--- src/rtl/imem_loader_pkg.sv ---
// Shared types and constants for the instruction-memory loader.
package imem_loader_pkg;

  localparam int LOADER_BYTES_PER_WORD = 4;

  typedef enum logic [2:0] {
    IDLE = 3'd0,
    LEN  = 3'd1,
    DATA = 3'd2,
    CSUM = 3'd3,
    DONE = 3'd4,
    ERR  = 3'd5
  } loader_state_t;

  typedef enum logic [1:0] {
    ERR_NONE    = 2'b00,
    ERR_LEN     = 2'b01,
    ERR_CSUM    = 2'b10,
    ERR_TIMEOUT = 2'b11
  } loader_err_t;

endpackage

--- src/rtl/imem_loader_if.sv ---
// Byte-stream input and imem port-A write bus of the loader.
// slave = loader side, master = environment (UART RX source / imem).
interface imem_loader_if #(
  parameter int ARCH            = 32,
  parameter int IMEM_ADDR_WIDTH = 12
);
  logic [7:0]                 rx_data_in;
  logic                       rx_valid_in;
  logic                       rx_ready_out;
  logic [IMEM_ADDR_WIDTH-1:0] imem_addr_out;
  logic [ARCH-1:0]            imem_data_out;
  logic                       imem_we_out;

  modport slave (
    input  rx_data_in, rx_valid_in,
    output rx_ready_out, imem_addr_out, imem_data_out, imem_we_out
  );

  modport master (
    output rx_data_in, rx_valid_in,
    input  rx_ready_out, imem_addr_out, imem_data_out, imem_we_out
  );
endinterface

--- src/rtl/imem_loader_byte_packer.sv ---
// Packs little-endian bytes into ARCH-bit words. assembled_o shows the word
// including the byte currently offered, so the caller can act on the 4th byte
// in the same cycle; word_valid_o pulses the cycle after a 4th byte when emit_i.
module imem_loader_byte_packer
  import imem_loader_pkg::*;
#(
  parameter int ARCH = 32
) (
  input  logic            clk,
  input  logic            rst,
  input  logic            clear_i,
  input  logic            byte_valid_i,
  input  logic            emit_i,
  input  logic [7:0]      byte_i,
  output logic            last_byte_o,
  output logic [ARCH-1:0] assembled_o,
  output logic [ARCH-1:0] word_o,
  output logic            word_valid_o
);

  logic [1:0]      idx_q;
  logic [ARCH-1:0] word_q;
  logic            word_valid_q;

  assign last_byte_o  = byte_valid_i && (idx_q == 2'(LOADER_BYTES_PER_WORD - 1));
  assign assembled_o  = {byte_i, word_q[ARCH-1:8]};
  assign word_o       = word_q;
  assign word_valid_o = word_valid_q;

  // Shift each accepted byte in from the top; after four bytes byte 0 sits in [7:0].
  always_ff @(posedge clk) begin
    if (rst || clear_i) begin
      idx_q        <= '0;
      word_q       <= '0;
      word_valid_q <= 1'b0;
    end else begin
      word_valid_q <= last_byte_o && emit_i;
      if (byte_valid_i) begin
        idx_q  <= idx_q + 2'd1;
        word_q <= assembled_o;
      end
    end
  end

endmodule

--- src/rtl/imem_loader.sv ---
// Instruction-memory loader: receives a framed program image over a byte
// stream, writes it to imem port A and releases the CPU reset on success.
//
//  state | meaning
//  IDLE  | after reset, waiting for load_req, CPU held in reset
//  LEN   | receiving the 4-byte little-endian word count N
//  DATA  | receiving N payload words, each written to imem
//  CSUM  | waiting for the XOR checksum byte
//  DONE  | image accepted, CPU released (sticky until next load_req)
//  ERR   | load failed, err_code holds the reason, CPU stays in reset
module imem_loader
  import imem_loader_pkg::*;
#(
  parameter int ARCH             = 32,
  parameter int IMEM_DEPTH_BYTES = 4096,
  parameter int IMEM_ADDR_WIDTH  = 12,
  parameter int TIMEOUT_CYCLES   = 100000
) (
  input  logic         clk,
  input  logic         rst,
  input  logic         load_req_in,
  imem_loader_if.slave bus,
  output logic         cpu_rst_out,
  output logic         busy_out,
  output logic         done_out,
  output logic         err_out,
  output logic [1:0]   err_code_out
);

  localparam int MAX_WORDS = IMEM_DEPTH_BYTES / LOADER_BYTES_PER_WORD;
  localparam int IDX_W     = IMEM_ADDR_WIDTH - 2;
  localparam int TIMER_W   = $clog2(TIMEOUT_CYCLES + 1);
  localparam logic [TIMER_W-1:0] TIMER_LOAD = TIMER_W'(TIMEOUT_CYCLES - 1);

  loader_state_t      state_q;
  loader_err_t        err_code_q;
  logic               ready_q;
  logic               cpu_rst_q;
  logic               busy_q;
  logic               done_q;
  logic               err_q;
  logic [7:0]         xor_q;
  logic [ARCH-1:0]    words_left_q;
  logic [IDX_W-1:0]   word_idx_q;
  logic [TIMER_W-1:0] timer_q;

  logic            load_start;
  logic            accept;
  logic            pk_last;
  logic [ARCH-1:0] pk_assembled;
  logic [ARCH-1:0] pk_word;
  logic            pk_word_valid;

  assign load_start = ((state_q == IDLE) || (state_q == DONE) || (state_q == ERR)) && load_req_in;
  assign accept     = bus.rx_valid_in && ready_q;

  imem_loader_byte_packer #(.ARCH(ARCH)) u_packer (
    .clk          (clk),
    .rst          (rst),
    .clear_i      (load_start),
    .byte_valid_i (accept),
    .emit_i       (state_q == DATA),
    .byte_i       (bus.rx_data_in),
    .last_byte_o  (pk_last),
    .assembled_o  (pk_assembled),
    .word_o       (pk_word),
    .word_valid_o (pk_word_valid)
  );

  assign bus.rx_ready_out  = ready_q;
  assign bus.imem_we_out   = pk_word_valid;
  assign bus.imem_data_out = pk_word;
  assign bus.imem_addr_out = {word_idx_q, 2'b00};

  assign cpu_rst_out  = cpu_rst_q;
  assign busy_out     = busy_q;
  assign done_out     = done_q;
  assign err_out      = err_q;
  assign err_code_out = err_code_q;

  // Load sequencing FSM; every status output is a flop updated with the state.
  // The gap timer is a down-counter reloaded on each accepted byte and on entry
  // to LEN; an accepted byte takes priority over its terminal count.
  always_ff @(posedge clk) begin
    if (rst) begin
      state_q      <= IDLE;
      err_code_q   <= ERR_NONE;
      ready_q      <= 1'b0;
      cpu_rst_q    <= 1'b1;
      busy_q       <= 1'b0;
      done_q       <= 1'b0;
      err_q        <= 1'b0;
      xor_q        <= '0;
      words_left_q <= '0;
      word_idx_q   <= '0;
      timer_q      <= '0;
    end else begin
      if (pk_word_valid) begin
        word_idx_q <= word_idx_q + IDX_W'(1);
      end

      if (load_start) begin
        state_q    <= LEN;
        err_code_q <= ERR_NONE;
        ready_q    <= 1'b1;
        cpu_rst_q  <= 1'b1;
        busy_q     <= 1'b1;
        done_q     <= 1'b0;
        err_q      <= 1'b0;
        xor_q      <= '0;
        word_idx_q <= '0;
        timer_q    <= TIMER_LOAD;
      end else if (busy_q) begin
        if (accept) begin
          timer_q <= TIMER_LOAD;
          case (state_q)
            LEN: begin
              if (pk_last) begin
                if (pk_assembled == '0) begin
                  state_q <= CSUM;
                end else if (pk_assembled > ARCH'(MAX_WORDS)) begin
                  state_q    <= ERR;
                  err_code_q <= ERR_LEN;
                  err_q      <= 1'b1;
                  ready_q    <= 1'b0;
                  busy_q     <= 1'b0;
                end else begin
                  state_q      <= DATA;
                  words_left_q <= pk_assembled;
                end
              end
            end
            DATA: begin
              xor_q <= xor_q ^ bus.rx_data_in;
              if (pk_last) begin
                words_left_q <= words_left_q - ARCH'(1);
                if (words_left_q == ARCH'(1)) begin
                  state_q <= CSUM;
                end
              end
            end
            CSUM: begin
              ready_q <= 1'b0;
              busy_q  <= 1'b0;
              if (bus.rx_data_in == xor_q) begin
                state_q   <= DONE;
                done_q    <= 1'b1;
                cpu_rst_q <= 1'b0;
              end else begin
                state_q    <= ERR;
                err_code_q <= ERR_CSUM;
                err_q      <= 1'b1;
              end
            end
            default: state_q <= IDLE;
          endcase
        end else if (timer_q == '0) begin
          state_q    <= ERR;
          err_code_q <= ERR_TIMEOUT;
          err_q      <= 1'b1;
          ready_q    <= 1'b0;
          busy_q     <= 1'b0;
        end else begin
          timer_q <= timer_q - TIMER_W'(1);
        end
      end
    end
  end

endmodule
--- src/flat_wrapper.sv ---
// flat-port wrapper written by rule: the top's interface ports become plain ports
module imem_loader_flat import imem_loader_pkg::*;
#(
  parameter int ARCH             = 32,
  parameter int IMEM_DEPTH_BYTES = 4096,
  parameter int IMEM_ADDR_WIDTH  = 12,
  parameter int TIMEOUT_CYCLES   = 100000
)
  (clk, rst, load_req_in, cpu_rst_out, busy_out, done_out, err_out, err_code_out, bus_rx_data_in, bus_rx_valid_in, bus_rx_ready_out, bus_imem_addr_out, bus_imem_data_out, bus_imem_we_out);
  imem_loader_if #(.ARCH(ARCH), .IMEM_ADDR_WIDTH(IMEM_ADDR_WIDTH)) bus_i ();
  input  logic clk;
  input  logic rst;
  input  logic load_req_in;
  output logic cpu_rst_out;
  output logic busy_out;
  output logic done_out;
  output logic err_out;
  output logic [1:0] err_code_out;
  input wire logic [$bits(bus_i.rx_data_in)-1:0] bus_rx_data_in;
  input wire logic [$bits(bus_i.rx_valid_in)-1:0] bus_rx_valid_in;
  output wire logic [$bits(bus_i.rx_ready_out)-1:0] bus_rx_ready_out;
  output wire logic [$bits(bus_i.imem_addr_out)-1:0] bus_imem_addr_out;
  output wire logic [$bits(bus_i.imem_data_out)-1:0] bus_imem_data_out;
  output wire logic [$bits(bus_i.imem_we_out)-1:0] bus_imem_we_out;
  assign bus_i.rx_data_in = bus_rx_data_in;
  assign bus_i.rx_valid_in = bus_rx_valid_in;
  assign bus_rx_ready_out = bus_i.rx_ready_out;
  assign bus_imem_addr_out = bus_i.imem_addr_out;
  assign bus_imem_data_out = bus_i.imem_data_out;
  assign bus_imem_we_out = bus_i.imem_we_out;
  imem_loader #(.ARCH(ARCH), .IMEM_DEPTH_BYTES(IMEM_DEPTH_BYTES), .IMEM_ADDR_WIDTH(IMEM_ADDR_WIDTH), .TIMEOUT_CYCLES(TIMEOUT_CYCLES)) u_core (.clk(clk), .rst(rst), .load_req_in(load_req_in), .bus(bus_i), .cpu_rst_out(cpu_rst_out), .busy_out(busy_out), .done_out(done_out), .err_out(err_out), .err_code_out(err_code_out));
endmodule
--- config.mk ---
export PLATFORM = sky130hd
export DESIGN_NAME = imem_loader_flat
export DESIGN_NICKNAME = d
export VERILOG_FILES = /design/src/rtl/imem_loader_pkg.sv /design/src/rtl/imem_loader_if.sv /design/src/rtl/imem_loader_byte_packer.sv /design/src/rtl/imem_loader.sv /design/src/flat_wrapper.sv
export SDC_FILE = /design/constraint.sdc
export NUM_CORES = 1
export LEC_CHECK = 0
export ABC_AREA = 1
export CORE_ASPECT_RATIO = 0.6
export CORE_MARGIN = 8
export CORE_UTILIZATION = 31
export CTS_BUF_LIST = sky130_fd_sc_hd__clkbuf_8 sky130_fd_sc_hd__clkbuf_16
export DETAILED_ROUTE_END_ITERATION = 10
export PLACE_DENSITY_LB_ADDON = 0.1
export SLEW_MARGIN = 40
export SYNTH_ARGS = -nofsm -noshare
export SYNTH_HDL_FRONTEND = slang
export SYNTH_HIERARCHICAL = 1
export SYNTH_SLANG_ARGS = --single-unit
--- constraint.sdc ---
create_clock -name clk -period 3.1 [get_ports clk]
set_clock_uncertainty 0.2 [all_clocks]
set_input_delay 0.62 -clock clk [delete_from_list [all_inputs] [get_ports clk]]
set_output_delay 0.62 -clock clk [all_outputs]
set_load 0.02 [all_outputs]
==> results.py <==
metrics = {
    "outcome": {
        "status": "finished, final reports clean",
    },
    "worst_setup_path": {
        "endpoint_kind": "register",
        "required_ns": 3.17,
        "cp-start-kind": "register",
        "path_class": "register to register",
        "crit_path_start": "u_core/words_left_q[0]",
        "crit_arrival_ns": 2.55,
        "timing.rr.start": "u_core/words_left_q[0]",
        "path_max_fanout": 4,
    },
    "cells_and_area": {
        "area_delta_synth_final_pct": 15.4,
        "num-nets-final": 1063,
        "postLayoutCoreUtil": 0.362,
        "drive_above_1_share": 0.0809,
        "n_antenna_cell": 0,
    },
    "floorplanning": {
        "ioPinCount": 64,
        "dieArea_sq_um": 26200,
        "initial_core_util": 0.314,
        "die_h_um": 129,
        "placementRows": 41,
        "fp.dieW_um": 204,
        "coreArea_sq_um": 20900,
    },
    "logic_synthesis": {
        "syn_inst": 1020,
        "synth_edf_count": 0,
        "synthArstFlopShare": 0,
        "ys_seq_area_frac": 0.342,
        "synth_top_area_frac": 0.342,
        "yosysWarnings": 6,
        "ys_seq_elements": 112,
        "ys_top_cells_by_area": "dfxtp_1, nand2_1, nor2_1",
        "syn_avg_cell_area_sq_um": 6.43,
        "yosys-top-cells-count": "nand2_1, nor2_1, dfxtp_1",
        "yosysUniqueCellTypes": 42,
        "yosysTopAreaCell": "dfxtp_1",
        "synth_ff_type": "dfxtp_1",
        "syn-cell-area_sq_um": 6550,
        "yosysMostFrequentCell": "nand2_1",
    },
    "routing": {
        "wl_um": 18600,
        "drc": 0,
        "drt_pass1_iterations": 5,
        "vias_per_cell": 4.49,
        "detail-route-antenna-nets": 0,
        "drtIter0Drc": 472,
        "wl_per_cell_um": 14.0,
        "vias": 5977,
    },
    "clocking": {
        "root_buffer": "clkbuf_16",
        "numCtsBuffers": 9,
        "cts_hold_buffers": 0,
        "cts_setup_buffers": 0,
        "cts_tree": "built",
        "clock-sinks": 112,
        "clk_pin_slew_ns": 0.08,
        "cts_buffer_depth": 2,
        "cts_resized": 0,
        "insertion_delay_ns": 0.37,
        "cts.htree.levels": 3,
    },
    "place": {
        "io_buffers": 61,
        "dp_hpwl_um": 13600,
        "gp_congestion": 0.795,
    },
    "sta": {
        "fin_crit_ns": 2.48,
        "setup_tns_ns": 0,
        "setup_violations": 0,
        "max_slew_margin": 0.588,
        "fin_crit_sh": 0.801,
        "worst_pin_slew_ns": 0.616,
        "finalMaxSlewViolations": 0,
        "hold_violations": 0,
        "rsz0062_at_grt": "false",
        "fmax_mhz": 403,
    },
    "power_and_ir_drop": {
        "power_density_nw_per_um2": 471,
        "p_leak_nw": 3.27,
        "ir_drop_mv": 0.257,
    },
    "grt": {
        "grt_pass1_vias": 5478,
        "grt_pass1_wl_um": 30200,
        "antenna_found_initial": 1,
        "grt_max_degree": 59,
        "overflow": 0,
        "track_usage": 0.144,
    },
    "flow_run": {
        "drv_cap": 0,
    },
    "worst_hold_path": {
        "hold_class": "register to register",
        "worstHoldStart": "u_core/cpu_rst_out",
    },
}
==> state kept, by name, summed over array words and instances (netlist names) <==
register	flops
u_core/busy_out	1
u_core/u_packer/word_o	32
u_core/words_left_q	32
u_core/word_idx_q	10
u_core/xor_q	8
u_core/err_out	1
u_core/state_q	3
u_core/cpu_rst_out	1
u_core/done_out	1
u_core/u_packer/word_valid_o	1
u_core/timer_q	17
u_core/bus.rx_ready_out	1
u_core/err_code_out	2
u_core/u_packer/idx_q	2
==> per-stage QoR <==
step / setup WS [ns] / hold WS (ns) / total power, W / instance area [sq um] / instances
after CTS: 0.623 / 0.269 / 0.00361 / 7570 / 1330
after detailed placement: 0.304 / 0.255 / 0.00216 / 7200 / 1314
after floorplan: 0.653 / 0.234 / 0.00200 / 6560 / 1021
after global placement: 0.310 / 0.255 / 0.00217 / 7200 / 1314
final: 0.618 / 0.262 / 0.00356 / 7570 / 1330
after global routing: 0.336 / 0.284 / 0.00375 / 7570 / 1330
==> final cells by class <==
class	count	area, sq um
fillers	2269	13300
multi-input cells	730	3410
flip-flops and latches	112	2240
repair buffers	78	763
inverters	115	433
well taps	279	349
clock buffers	12	267
clock inverters	4	98.8
==> placed cells by master (no fill, tap or decap), types with 3 or more instances in the layout <==
cell and n:
clkdlybuf4s50_1 61, a21oi_1 35, nand3_2 14, nor2_1 224, nor2_2 6, bufinv_16 3, nand2_2 6, nand3b_1 5
nor3_1 9, xor2_1 10, a21oi_2 15, ha_1 5, inv_1 110, nor2_4 3, o31ai_1 3, nand2_1 253
o21ai_0 65, buf_4 15, dfxtp_1 112, nand3_1 38, clkbuf_8 3, inv_2 3, xnor2_1 10, nand4_1 10
clkbuf_16 9
==> layer usage <==
metal	part of all wire	vias up	global-route usage
li1	-	3193	-
met1	0.56	2660	0.221
met2	0.37	111	0.192
met3	0.053	11	0.0366
met4	0.0088	2	0.0361
met5	0.00070	-	0
==> logic make-up after synthesis <==
logic type / count (synthesis) / share of synthesized area
other: 1 / 0.000572
DFF: 112 / 0.342
muxes: 2 / 0.00305
adders and majority gates: 5 / 0.00955
AOI/OAI and AO/OA: 125 / 0.108
xor gates and xnor gates: 20 / 0.0267
and+or+nand+nor: 576 / 0.373
buffers and inverters: 179 / 0.138
==> final timing paths <==
path,to,slack [ns],depth (start not counted)
worst max-delay path,u_core/words_left_q[22],0.62,11
worst max register to register,u_core/words_left_q[22],0.62,11
worst min register to register,u_core/cpu_rst_out,0.26,2
worst min-delay path,u_core/cpu_rst_out,0.26,2
==> critical path, cell delays in order (launching register included) <==
cell and delay (ns):
dfxtp_1 0.34, inv_1 0.10, ha_1 0.25, nand2_1 0.12, nor2_1 0.31, nand2_1 0.18
nor2_1 0.31, nand2_1 0.20, o21ai_0 0.18, nand2_1 0.07, nand2_1 0.08, a21oi_2 0.03
==> power by group <==
| part | leakage, nW | switching (W) | internal, W | total, W |
|---|---|---|---|---|
| logic | 2.18 | 0.000378 | 0.000207 | 0.000585 |
| registers | 0.908 | 0.0000544 | 0.00149 | 0.00154 |
| clock network | 0.179 | 0.000573 | 0.000859 | 0.00143 |
| total | 3.27 | 0.00101 | 0.00256 | 0.00356 |
No activity file was read; power rests on OpenSTA's default activity.
